$ cat src/rtl/la_iopwrseq_pkg.sv
// la_iopwrseq_pkg: shared state encoding and helpers for the IO supply sequencer
package la_iopwrseq_pkg;
  typedef enum logic [2:0] {
    S_OFF, S_UP_EN, S_UP_WAIT, S_UP_SETTLE, S_ON, S_DN_ISO, S_DN_SETTLE, S_FAULT
  } state_t;
  function automatic int lowest_zero(input logic [63:0] v, input int n);
    lowest_zero = 0;
    for (int k = n - 1; k >= 0; k--) if (!v[k]) lowest_zero = k;
  endfunction
endpackage

$ cat src/rtl/la_iopwrseq_dsync.sv
// la_dsync: two-flop synchroniser for an asynchronous single-bit input
module la_dsync #(
  parameter PROP = "DEFAULT"
) (
  input  logic clk,
  input  logic nreset,
  input  logic in,
  output logic out
);
  localparam int unused_prop = $bits(PROP);
  logic [1:0] sync_q;
  logic [1:0] sync_d;
  always_comb sync_d = {sync_q[0], in};
  always_ff @(posedge clk or negedge nreset)
    if (!nreset) sync_q <= '0;
    else sync_q <= sync_d;
  assign out = sync_q[1];
endmodule

$ cat src/rtl/la_iopwrseq.sv
// la_iopwrseq: powers N supply domains up in ascending order and down in reverse,
// gating isolation release on synchronised power-good plus a settle delay.
module la_iopwrseq
  import la_iopwrseq_pkg::*;
#(
  parameter int N = 4,
  parameter int CW = 16,
  parameter int SETTLE = 100,
  parameter int TIMEOUT = 1000,
  parameter PROP = "DEFAULT"
) (
  input  logic                 clk,
  input  logic                 nreset,
  input  logic                 req,
  input  logic                 clear,
  input  logic [N-1:0]         pgood,
  output logic [N-1:0]         en,
  output logic [N-1:0]         iso,
  output logic                 on,
  output logic                 busy,
  output logic                 fault,
  output logic [$clog2(N)-1:0] fault_ch
);
  localparam int IW = $clog2(N);
  logic [N-1:0] pgood_s;
  state_t state_q, state_d;
  logic [IW-1:0] idx_q, idx_d, fault_ch_q, fault_ch_d;
  logic [CW-1:0] cnt_q, cnt_d;
  logic [N-1:0] en_q, en_d, iso_q, iso_d;
  logic on_q, on_d, busy_q, busy_d, fault_q, fault_d;
  for (genvar i = 0; i < N; i++) begin : g_sync
    la_dsync #(.PROP(PROP)) u_sync (
      .clk   (clk),
      .nreset(nreset),
      .in    (pgood[i]),
      .out   (pgood_s[i])
    );
  end
  always_comb begin
    state_d = state_q;
    idx_d = idx_q;
    cnt_d = cnt_q;
    en_d = en_q;
    iso_d = iso_q;
    fault_d = fault_q;
    fault_ch_d = fault_ch_q;
    case (state_q)
      S_OFF: if (req) begin
        state_d = S_UP_EN;
        idx_d = '0;
      end
      S_UP_EN: if (!req) state_d = S_DN_ISO;
      else begin
        en_d[idx_q] = 1'b1;
        cnt_d = '0;
        state_d = S_UP_WAIT;
      end
      S_UP_WAIT: if (!req) state_d = S_DN_ISO;
      else if (pgood_s[idx_q]) begin
        cnt_d = '0;
        state_d = S_UP_SETTLE;
      end else if (cnt_q == CW'(TIMEOUT - 1)) begin
        fault_ch_d = idx_q;
        state_d = S_FAULT;
      end else cnt_d = cnt_q + 1'b1;
      S_UP_SETTLE: if (!req) state_d = S_DN_ISO;
      else if (cnt_q == CW'(SETTLE - 1)) begin
        iso_d[idx_q] = 1'b0;
        cnt_d = '0;
        state_d = (idx_q == IW'(N - 1)) ? S_ON : S_UP_EN;
        idx_d = (idx_q == IW'(N - 1)) ? idx_q : idx_q + 1'b1;
      end else cnt_d = cnt_q + 1'b1;
      // a lost supply outranks a power-down request
      S_ON: if (!(&pgood_s)) begin
        fault_ch_d = IW'(lowest_zero(64'(pgood_s), N));
        state_d = S_FAULT;
      end else if (!req) begin
        idx_d = IW'(N - 1);
        state_d = S_DN_ISO;
      end
      S_DN_ISO: begin
        iso_d[idx_q] = 1'b1;
        en_d[idx_q] = 1'b0;
        cnt_d = '0;
        state_d = S_DN_SETTLE;
      end
      S_DN_SETTLE: if (cnt_q == CW'(SETTLE - 1)) begin
        cnt_d = '0;
        state_d = (idx_q == '0) ? S_OFF : S_DN_ISO;
        idx_d = (idx_q == '0) ? idx_q : idx_q - 1'b1;
      end else cnt_d = cnt_q + 1'b1;
      S_FAULT: if (clear && !req) begin
        fault_d = 1'b0;
        fault_ch_d = '0;
        state_d = S_OFF;
      end
      default: state_d = S_OFF;
    endcase
    if (state_d == S_FAULT && state_q != S_FAULT) begin
      en_d = '0;
      iso_d = '1;
      fault_d = 1'b1;
    end
    on_d = state_q == S_ON;
    busy_d = !(state_q inside {S_OFF, S_ON, S_FAULT});
  end
  always_ff @(posedge clk or negedge nreset)
    if (!nreset) begin
      state_q <= S_OFF;
      idx_q <= '0;
      cnt_q <= '0;
      en_q <= '0;
      iso_q <= '1;
      on_q <= 1'b0;
      busy_q <= 1'b0;
      fault_q <= 1'b0;
      fault_ch_q <= '0;
    end else begin
      state_q <= state_d;
      idx_q <= idx_d;
      cnt_q <= cnt_d;
      en_q <= en_d;
      iso_q <= iso_d;
      on_q <= on_d;
      busy_q <= busy_d;
      fault_q <= fault_d;
      fault_ch_q <= fault_ch_d;
    end
  assign en = en_q;
  assign iso = iso_q;
  assign on = on_q;
  assign busy = busy_q;
  assign fault = fault_q;
  assign fault_ch = fault_ch_q;
endmodule

$ cat config.mk
export PLATFORM = sky130hd
export DESIGN_NAME = la_iopwrseq
export DESIGN_NICKNAME = d
export VERILOG_FILES = /design/src/rtl/la_iopwrseq_pkg.sv /design/src/rtl/la_iopwrseq_dsync.sv /design/src/rtl/la_iopwrseq.sv
export SDC_FILE = /design/constraint.sdc
export NUM_CORES = 1
export LEC_CHECK = 0
export ABC_AREA = 1
export CAP_MARGIN = 5
export CORE_ASPECT_RATIO = 1.25
export CORE_UTILIZATION = 60
export CTS_CLUSTER_DIAMETER = 60
export DETAILED_ROUTE_END_ITERATION = 8
export GPL_ROUTABILITY_DRIVEN = 1
export GPL_TIMING_DRIVEN = 0
export PLACE_DENSITY = 0.82
export SLEW_MARGIN = 0
export SYNTH_ARGS = -nofsm -noshare
export SYNTH_HDL_FRONTEND = slang
export SYNTH_SLANG_ARGS = --single-unit
$ cat constraint.sdc
create_clock -name clk -period 2.8 [get_ports clk]
set_clock_uncertainty 0.2 [all_clocks]
set_input_delay 0.28 -clock clk [delete_from_list [all_inputs] [get_ports clk]]
set_output_delay 0.28 -clock clk [all_outputs]
set_load 0.1 [all_outputs]
==> flow_summary_export.csv <==
group,metric,value,unit
global_route,grt_max_degree,42,
routing,drt-pass1-iter-count,7,
global_route,first_global_vias,2562,
placement,io_buffers,20,
worst_setup_path,path_class,"flop to output pin",
outcome,status,"completed",
placement,dp.cells,461,
worst_setup_path,cp-startpoint,"iso[0]$_DFFE_PN1P_",
worst_setup_path,cp_cell_sequence,"clkdlybuf4s50_1",
routing,dr.first_iter.drc_count,194,
final_layout,stdcell_area,3080,um^2
clock_tree,cts_sinks,42,
placement,placed_cell_area,2960,um^2
floorplanning,rows,26,
synth,syn-num-nets,393,
worst_setup_path,end_kind,"output pin",
sta,rsz0062_at_grt,"no",
synth,yosysTopAreaCellShare,35.5,%
clock_tree,cts_hold_buf,1,
placement,pre_cts_ws,0.520,ns
routing,drc,0,
synth,syn_area_per_cell,6.98,um^2
final_layout,final_util,73.5,%
floorplanning,design.core.area,4200,um^2
final_layout,layout-drive-gt1-share,15.0,%
worst_setup_path,arrival,1.97,ns
global_route,antenna_found_initial,0,
power_and_ir_drop,power,3.32,mW
synth,synth_area_leaders,"dfrtp_1 35%, nand2_1 16%, nor2_1 8.3%",
worst_setup_path,endpoint,"iso[0]",
power_and_ir_drop,power.leakage,1.47,nW
sta,fmax,408,MHz
sta,tightest_slew,0.971,ns
global_route,grt_overflow,0,
synth,yosysTopAreaCell,"dfrtp_1",
clock_tree,h-tree-depth,2,
global_route,track_usage,32.1,%
sta,min_period,2.45,ns
worst_setup_path,r2r_cells,12,
sta,hold_slack,0.0943,ns
clock_tree,clock_latency,0.30,ns
clock_tree,clockRootBuffer,"clkbuf_8",
synth,synth-seq-area-share,39.4,%
routing,vias,2601,
power_and_ir_drop,ir_worst_vdd,0.672,mV
clock_tree,numCtsBuffers,5,
synth,synth_simple_gate_area_share,40.2,%
routing,wl_per_cell,14.2,um
sta,relSlewSlack,35.1,%
worst_setup_path,path_delay_family,"buffers and inverters",
worst_setup_path,rrSetupSlack,0.47,ns
synth,ys_ff_latch,42,
worst_setup_path,crit_cells,1,
sta,finalSetupViolations,0,
sta,setup_slack,0.347,ns
worst_setup_path,worstReg2RegEnd,"cnt_q[8]$_DFFE_PN0P_",
clock_tree,ctsResizeCount,0,
worst_setup_path,crit_buf_inv,1,
synth,synth-xor-area-share,0.327,%
sta,period_share,87.6,%
floorplanning,io_pins,21,
final_layout,area_growth,15.1,%
floorplanning,die_w,61.8,um
clock_tree,post_cts.repair.setup_buffers,0,
routing,drt_wl_total,6.68,mm
floorplanning,start_util,63.8,%
synth,synth_warnings,0,
synth,syn-cell-area,2680,um^2
routing,viasPerCell,5.53,
clock_tree,clkSlewWorstSetupHoldPaths,0.08,ns
power_and_ir_drop,p_per_area,1080,nW/um^2
sta,finalMaxSlewViolations,0,
synth,synth_fa_ha_area_share,0.467,%
placement,place_congestion,0.947,
worst_setup_path,crit_path_top_delay_cell,"clkdlybuf4s50_1",
synth,synth_compound_area_share,10.0,%
worst_setup_path,slowest_delay,1.12,ns
sta,tns,0,ns
worst_setup_path,cp-start-kind,"flop",
routing,postRouteAntennaNets,0,
synth,ys_types,37,
min_path,hold_path_class,"input pin to asynchronous set/reset pin",
worst_setup_path,reg2reg_from,"cnt_q[0]$_DFFE_PN0P_",
final_layout,diodes,0,
final_layout,stdcell_count,470,
placement,dp_hpwl,4.88,mm
worst_setup_path,cp_max_fo,3,
synth,netlist_instances,384,
clock_tree,tritoncts,"yes",
synth,synthMuxAreaShare,1.26,%
floorplanning,dieHeight,76.7,um
global_route,grt_pass1_wl,11.3,mm
clock_tree,clk_path_buf_depth,2,
sta,hold_viol,0,
synth,synth_top_family_by_area,"simple AND/OR/NAND/NOR gates",
flow_run,max-cap-violations,0,
final_layout,final_nets,422,
worst_setup_path,critPathRequiredTime,2.32,ns
floorplanning,dieArea,4740,um^2
[area by class of cell]
| cell class | instances | area, um^2 |
|---|---|---|
| Clock inverter | 2 | 37.5 |
| Fill cell | 333 | 1110 |
| Inverter | 52 | 196 |
| Multi-Input combinational cell | 287 | 1400 |
| Tap cell | 56 | 70.1 |
| Sequential cell | 42 | 1060 |
| Clock buffer | 6 | 72.6 |
| Buffer | 3 | 26.3 |
| Timing Repair Buffer | 22 | 225 |
[report_power, final]
part | switching (mW) | leakage, nW | internal, mW | total, mW
Sequential | 0.104 | 0.536 | 0.735 | 0.839
Combinational | 1.46 | 0.880 | 0.540 | 2.00
Clock | 0.219 | 0.0514 | 0.266 | 0.485
Total | 1.78 | 1.47 | 1.54 | 3.32
[worst min-delay path by stage]
stage	start	slack (ns)	to	cells past startpoint
5_1_grt	nreset	0.12	en[0]$_DFFE_PN0P_	2
3_3_place_gp	g_sync[0].u_sync.sync_q[0]$_DFF_PN0_	0.13	g_sync[0].u_sync.sync_q[1]$_DFF_PN0_	0
3_5_place_dp	nreset	-0.12	en[0]$_DFFE_PN0P_	1
4_1_cts	nreset	0.1	en[0]$_DFFE_PN0P_	2
2_1_floorplan	nreset	-0.22	busy$_DFF_PN0_	0
6_report	nreset	0.09	en[0]$_DFFE_PN0P_	2
[cell usage in the layout (no fill, tap or decap), drive strengths merged, types with 3 or more instances in the layout]
cell type and count:
nand2 123, clkdlybuf4s50 19, nor2 69, buf 5, dfrtp 38, inv 51
nor3 8, nand3 28, mux2 3, nand4 6, clkbuf 6, a21oi 15
dfstp 4, o21ai 20
[cells by family (layout without fill, tap and decap cells)]
kind of cell             Yosys count  after routing
flip-flops                        42             42
XOR/XNOR                           1              1
multiplexers                       3              3
AO/OA/AOI/OAI                     44             44
buffers and inverters             55             85
adder cells (fa/ha/maj)            1              1
AND/OR/NAND/NOR                  238            238
[cells in the mapped netlist (all sizes together)]
cell	number
o21ai	20
nand3b	1
a22oi	2
inv	51
nand4	6
nor3	8
a31oi	2
ha	1
dfrtp	38
mux2	3
nor2	69
nand2	123
nor3b	2
clkinv	1
xor2	1
o32ai	1
and2	1
o22ai	1
dfstp	4
a21oi	15
o2111ai	1
o21bai	1
buf	3
o21a	1
nand3	28
[flip-flops by register name (all words and copies together) (netlist names)]
register and cells:
cnt_q 16, g_sync.u_sync.sync_q 8, en 4, iso 4
state_q 3, fault_ch 2, idx_q 2, busy 1
fault 1, on 1
[layer usage]
layer	track usage (%)	routed length, um	vias to the layer above
met5	0	0	-
met4	15.1	270	0
met3	5.73	297	30
met2	54.8	3420	97
met1	37.1	2680	1197
li1	-	-	1277
(Power assumes the default switching activity.)
